[src/rtl/digit_entry_pkg.sv]
// Shared types and constants for the keypad digit-entry stage.
package digit_entry_pkg;

    localparam int DIGIT_W    = 4;
    localparam int NUM_DIGITS = 4;
    localparam int COUNT_W    = 3;
    localparam int CNT_W      = 8;

    localparam logic [DIGIT_W-1:0] KEY_MAX_DIGIT = 4'h9;
    localparam logic [DIGIT_W-1:0] KEY_CLEAR     = 4'hA;
    localparam logic [DIGIT_W-1:0] KEY_BKSP      = 4'hB;

    typedef enum logic [1:0] {
        IDLE,
        DEBOUNCE,
        HELD,
        RELEASE
    } deb_state_e;

    // Index NUM_DIGITS-1 is the leftmost display position.
    typedef logic [NUM_DIGITS-1:0][DIGIT_W-1:0] digits_t;

    // Positions left of the entered digits are blanked.
    function automatic logic [NUM_DIGITS-1:0] blank_mask(input logic [COUNT_W-1:0] count);
        logic [2*NUM_DIGITS-1:0] m;
        m = {{NUM_DIGITS{1'b0}}, {NUM_DIGITS{1'b1}}} << count;
        return m[NUM_DIGITS-1:0];
    endfunction

endpackage

[src/rtl/digit_entry_debounce.sv]
// Press/release debouncer: emits one accept pulse per stable press, re-arms
// only after a stable release.
module key_debounce
    import digit_entry_pkg::*;
#(
    parameter int DEBOUNCE_TICKS = 20,
    parameter int RELEASE_TICKS  = 20
) (
    input  logic               clk,
    input  logic               reset,
    input  logic               tick,
    input  logic               key_valid,
    input  logic [DIGIT_W-1:0] key_code,
    output logic               accept,
    output logic [DIGIT_W-1:0] accept_code
);

    localparam logic [CNT_W-1:0] DB_LIM  = CNT_W'(DEBOUNCE_TICKS);
    localparam logic [CNT_W-1:0] REL_LIM = CNT_W'(RELEASE_TICKS);

    deb_state_e         state_q, state_d;
    logic [CNT_W-1:0]   cnt_q, cnt_d;
    logic [DIGIT_W-1:0] code_q, code_d;

    always_ff @(posedge clk) begin
        if (reset) begin
            state_q <= IDLE;
            cnt_q   <= '0;
            code_q  <= '0;
        end else begin
            state_q <= state_d;
            cnt_q   <= cnt_d;
            code_q  <= code_d;
        end
    end

    // Limit checks use the updated count so a limit of 1 accepts/re-arms at once.
    always_comb begin
        state_d = state_q;
        cnt_d   = cnt_q;
        code_d  = code_q;
        if (tick) begin
            unique case (state_q)
                IDLE: begin
                    if (key_valid) begin
                        code_d  = key_code;
                        cnt_d   = CNT_W'(1);
                        state_d = (cnt_d == DB_LIM) ? HELD : DEBOUNCE;
                    end
                end
                DEBOUNCE: begin
                    if (!key_valid) begin
                        state_d = IDLE;
                        cnt_d   = '0;
                    end else begin
                        if (key_code != code_q) begin
                            code_d = key_code;
                            cnt_d  = CNT_W'(1);
                        end else begin
                            cnt_d  = cnt_q + CNT_W'(1);
                        end
                        if (cnt_d == DB_LIM) state_d = HELD;
                    end
                end
                HELD: begin
                    if (!key_valid) begin
                        cnt_d   = CNT_W'(1);
                        state_d = (cnt_d == REL_LIM) ? IDLE : RELEASE;
                    end
                end
                RELEASE: begin
                    if (key_valid) begin
                        state_d = HELD;
                    end else begin
                        cnt_d = cnt_q + CNT_W'(1);
                        if (cnt_d == REL_LIM) state_d = IDLE;
                    end
                end
                default: state_d = IDLE;
            endcase
            if (state_d == IDLE) cnt_d = '0;
        end
    end

    // Entering HELD from RELEASE is a bounce, not a new press.
    always_comb begin
        accept      = !reset && (state_d == HELD) &&
                      (state_q == IDLE || state_q == DEBOUNCE);
        accept_code = code_d;
    end

endmodule

[src/rtl/digit_entry.sv]
// Keypad entry register: digits shift in from the right, with clear and
// backspace editing, feeding a 4-digit display with a blanking mask.
module digit_entry
    import digit_entry_pkg::*;
#(
    parameter int DEBOUNCE_TICKS = 20,
    parameter int RELEASE_TICKS  = 20
) (
    input  logic                  clk,
    input  logic                  reset,
    input  logic                  tick,
    input  logic                  key_valid,
    input  logic [DIGIT_W-1:0]    key_code,
    output logic [DIGIT_W-1:0]    digit1,
    output logic [DIGIT_W-1:0]    digit2,
    output logic [DIGIT_W-1:0]    digit3,
    output logic [DIGIT_W-1:0]    digit4,
    output logic [NUM_DIGITS-1:0] blank,
    output logic [COUNT_W-1:0]    entry_count,
    output logic                  key_event,
    output logic [DIGIT_W-1:0]    key_last
);

    logic               accept;
    logic [DIGIT_W-1:0] accept_code;

    digits_t            digits_q, digits_d;
    logic [COUNT_W-1:0] count_q, count_d;
    logic               key_event_q, key_event_d;
    logic [DIGIT_W-1:0] key_last_q, key_last_d;

    key_debounce #(
        .DEBOUNCE_TICKS(DEBOUNCE_TICKS),
        .RELEASE_TICKS (RELEASE_TICKS)
    ) u_debounce (
        .clk        (clk),
        .reset      (reset),
        .tick       (tick),
        .key_valid  (key_valid),
        .key_code   (key_code),
        .accept     (accept),
        .accept_code(accept_code)
    );

    always_ff @(posedge clk) begin
        if (reset) begin
            digits_q    <= '0;
            count_q     <= '0;
            key_event_q <= 1'b0;
            key_last_q  <= '0;
        end else begin
            digits_q    <= digits_d;
            count_q     <= count_d;
            key_event_q <= key_event_d;
            key_last_q  <= key_last_d;
        end
    end

    always_comb begin
        digits_d    = digits_q;
        count_d     = count_q;
        key_event_d = accept;
        key_last_d  = key_last_q;
        if (accept) begin
            key_last_d = accept_code;
            if (accept_code <= KEY_MAX_DIGIT) begin
                // Once full, the leftmost digit falls off.
                digits_d = {digits_q[NUM_DIGITS-2:0], accept_code};
                if (count_q < COUNT_W'(NUM_DIGITS)) count_d = count_q + COUNT_W'(1);
            end else if (accept_code == KEY_CLEAR) begin
                digits_d = '0;
                count_d  = '0;
            end else if (accept_code == KEY_BKSP) begin
                if (count_q != '0) begin
                    digits_d = {{DIGIT_W{1'b0}}, digits_q[NUM_DIGITS-1:1]};
                    count_d  = count_q - COUNT_W'(1);
                end
            end
        end
    end

    assign digit1      = digits_q[3];
    assign digit2      = digits_q[2];
    assign digit3      = digits_q[1];
    assign digit4      = digits_q[0];
    assign entry_count = count_q;
    assign blank       = blank_mask(count_q);
    assign key_event   = key_event_q;
    assign key_last    = key_last_q;

endmodule

[config.mk]
export PLATFORM = sky130hd
export DESIGN_NAME = digit_entry
export DESIGN_NICKNAME = d
export VERILOG_FILES = /design/src/rtl/digit_entry_pkg.sv /design/src/rtl/digit_entry_debounce.sv /design/src/rtl/digit_entry.sv
export SDC_FILE = /design/constraint.sdc
export NUM_CORES = 1
export LEC_CHECK = 0
export ABC_CLOCK_PERIOD_IN_PS = 3350
export CAP_MARGIN = 40
export CORE_MARGIN = 3
export CORE_UTILIZATION = 52
export CTS_CLUSTER_DIAMETER = 120
export CTS_CLUSTER_SIZE = 30
export DETAILED_ROUTE_END_ITERATION = 10
export GPL_TIMING_DRIVEN = 0
export PLACE_DENSITY = 0.79
export SYNTH_ARGS = -nofsm -noshare
export SYNTH_HDL_FRONTEND = slang
export SYNTH_HIERARCHICAL = 1
export SYNTH_SLANG_ARGS = --single-unit
[constraint.sdc]
create_clock -name clk -period 3.35 [get_ports clk]
set_clock_uncertainty 0.2 [all_clocks]
set_input_delay 0.67 -clock clk [delete_from_list [all_inputs] [get_ports clk]]
set_output_delay 0.67 -clock clk [all_outputs]
set_load 0.02 [all_outputs]
==> results.cfg <==
[run_status]
status = finished clean

[setup_path]
critPathLaunchType = input port
crit_fanout = 10
path_class = input port to flop
cp.arrival_ns = 2.99
worstPathCellList = clkdlybuf4s50_1 -> xnor2_1 -> nand4_1 -> nor3b_2 -> o2111ai_2 -> nor3_2 -> buf_2 -> o211ai_4 -> buf_4 -> a221oi_1 -> nor3_1
r2r_slack_ns = 0.34
r2r-start = u_debounce/cnt_q[0]
cp-end-kind = flop
slowest_stage = clkdlybuf4s50_1
regToRegEndpoint = digit4[1]
setup.worst_path.start = key_code[2]
cp.required_ns = 3.31
max_stage_delay_ns = 0.49
r2r_cells = 11

[global_routing]
grtUsageTotal_pct = 21.3
grt_pass1_wl_um = 8380
grt_start_max_net_pins = 15
antenna_found_initial = 0
grt_overflow = 0
grt_pass1_vias = 1777

[power_and_ir_drop]
leakage_nw = 0.919
ir_worst_vdd_mv = 0.295
power_mw = 0.860
p_per_area_nw_per_um2 = 333

[flow_run]
cap_violations = 0

[detailed_routing]
wl_um = 4880
drtAntennaViolNets = 0
drtPass1Iterations = 4
drtIter0Drc = 151
post_drt_wl_per_cell_um = 15.0
vias = 1892
drc = 0
viasPerCell = 5.82

[place]
dp.cells = 317
place_hpwl_um = 3360
pre_cts_ws_ns = -0.0346
gp_congestion = 0.826
placed_area_um2 = 2480
io_buffer_count = 34

[clock_network]
cts_made_buffers = 5
clock_sinks = 38
post_cts_buffers = 0
cts_tree = done
path_clk_slew_ns = 0.07
clockRootBuffer = clkbuf_8
clk_path_buf_depth = 2
cts_htree_levels = 2
clk_latency_ns = 0.30

[sta]
hold_viol = 0
worst_pin_slew_ns = 0.752
maxSlewHeadroom_pct = 49.9
setup_tns_ns = 0
setup_viol = 0
period_minus_slack_ns = 3.02
fin_crit_sh_pct = 90.2
rsz0062_at_grt = false
finalMaxSlewViolations = 0
fin_ws_ns = 0.327
hold_ws_ns = 0.274
fmaxAchievable_mhz = 331

[worst_hold_path]
min_path_cells = 2
min_to = digit1[3]
min_from = digit1[3]
hold_class = flop to flop

[finish]
final_core_util_pct = 69.1
num-fill-cells = 324
syn_to_final_growth_pct = 24.3
antenna_cells = 0
fin_nets = 289
drive_gt1_share_pct = 14.4
stdcell_count = 325
postLayoutCellArea_um2 = 2580

[floorplan]
dieArea_um2 = 4790
die_w_um = 69.2
start_util_pct = 55.5
rows = 22
io_pins = 36
die_h_um = 69.2
core_um2 = 3740

[synthesis]
seq_area_frac_synth_pct = 36.6
syn_area_per_cell_um2 = 8.85
synthTopCellsByArea = dfxtp_1 (37%), a21oi_1 (3.9%), a221oi_1 (3.8%)
syn_inst = 235
synth_cell_type_count = 55
yosys_warnings = 6
syn_area_um2 = 2080
synth_nets = 248
ys_seq_elements = 38
yosys.area.top_type = dfxtp_1
synth_top_area_share_pct = 36.6
==> what timing repair did <==
action | in CTS | in global routing
resized for setup | 0 | 4
hold buffers | 0 | 0
endpoints found under the setup margin | 0 | 3
==> layout by cell type, fill, tap and decap left out, types with 2 or more instances in the layout <==
| master | instances |
|---|---|
| o21a_1 | 3 |
| buf_6 | 2 |
| a211oi_1 | 2 |
| mux2_2 | 4 |
| a22o_1 | 4 |
| xor2_1 | 3 |
| o21ai_0 | 4 |
| a221oi_1 | 9 |
| inv_1 | 10 |
| clkbuf_8 | 6 |
| nor2b_1 | 10 |
| ha_1 | 4 |
| buf_4 | 3 |
| dfxtp_1 | 38 |
| clkdlybuf4s50_1 | 34 |
| buf_2 | 7 |
| xnor2_1 | 6 |
| a31oi_1 | 3 |
| nand3_1 | 10 |
| clkbuf_1 | 3 |
| nor3_1 | 14 |
| nand4_1 | 3 |
| and2_1 | 2 |
| a211o_1 | 2 |
| a21o_1 | 4 |
| nor2_1 | 19 |
| a21oi_1 | 16 |
| mux2i_1 | 4 |
| nand2_1 | 18 |
==> Yosys cell counts, drive strengths merged <==
library cell and number:
nor4b 1, a211o 2, nor2b 10, o21a 3, xnor2 6, a221oi 11, o21ai 6, a221o 1
inv 10, nor3b 1, mux2i 4, or3 1, o22ai 1, nand3b 1, nor2 20, a31oi 3
nand2 18, buf 12, nand3 10, nand4 3, ha 5, xor2 3, mux2 4, a211oi 2
dfxtp 38, a311o 1, a22o 5, o2111ai 1, nand4b 1, o211a 1, and4 2, a21oi 18
a2111oi 1, nand2b 1, nor3 15, a22oi 1, a21o 4, and2 3, o211ai 2, clkbuf 2
o32ai 1
==> sequential cells by signal (all words and copies together) (netlist names) <==
register and flops:
u_debounce/code_q 4, key_last 4, entry_count 3, key_event 1, digit3 4, digit4 4
u_debounce/cnt_q 8, digit2 4, u_debounce/state_q 2, digit1 4
==> how the worst max path moves through the flow <==
| stage | to | cells past startpoint |
|---|---|---|
| 4_1_cts | entry_count[1] | 11 |
| 6_report | digit4[1] | 11 |
| 2_1_floorplan | entry_count[1] | 11 |
| 3_5_place_dp | entry_count[1] | 11 |
| 5_1_grt | digit3[0] | 11 |
| 3_3_place_gp | entry_count[1] | 11 |
==> worst max-delay path: cells and delay by family <==
family | cells | cell delay, ns
xor gates and xnor gates | 1 | 0.12
buffers and inverters | 3 | 0.95
AOI/OAI and AO/OA | 3 | 0.49
and+or+nand+nor | 4 | 0.75
==> metal layers <==
layer,GRT usage (%),up-vias,wire [um]
met1,29.4,883,2390
met4,7.81,0,82
li1,-,938,-
met3,6.09,7,269
met2,31.7,64,2140
met5,0,-,0
==> layout make-up <==
cell class	count	area, um^2	share of cell area, %
timing repair buffer	34	340	13.2
buffer	14	87.6	3.39
inverter	10	37.5	1.45
tap	48	60.1	2.32
multi-input combinational	173	1210	46.7
clock buffer	7	86.3	3.34
clock inverter	1	5.00	0.194
sequential	38	761	29.4
==> power breakdown <==
| part | total (mW) | leakage, nW | internal [mW] | switching [mW] |
|---|---|---|---|---|
| clock | 0.326 | 0.0482 | 0.166 | 0.160 |
| combinational | 0.0751 | 0.563 | 0.0295 | 0.0457 |
| sequential | 0.459 | 0.307 | 0.456 | 0.00352 |
| total | 0.860 | 0.919 | 0.651 | 0.209 |
==> cell families after synthesis <==
kind of cell,after synthesis,share of synthesized area [%]
xor+xnor,9,3.79
fa+ha+maj,5,3.01
mux,8,4.09
flops,38,36.6
compound gates,64,25.3
simple gates,87,21.2
buf+inv,24,6.02
(Power assumes the default switching activity.)
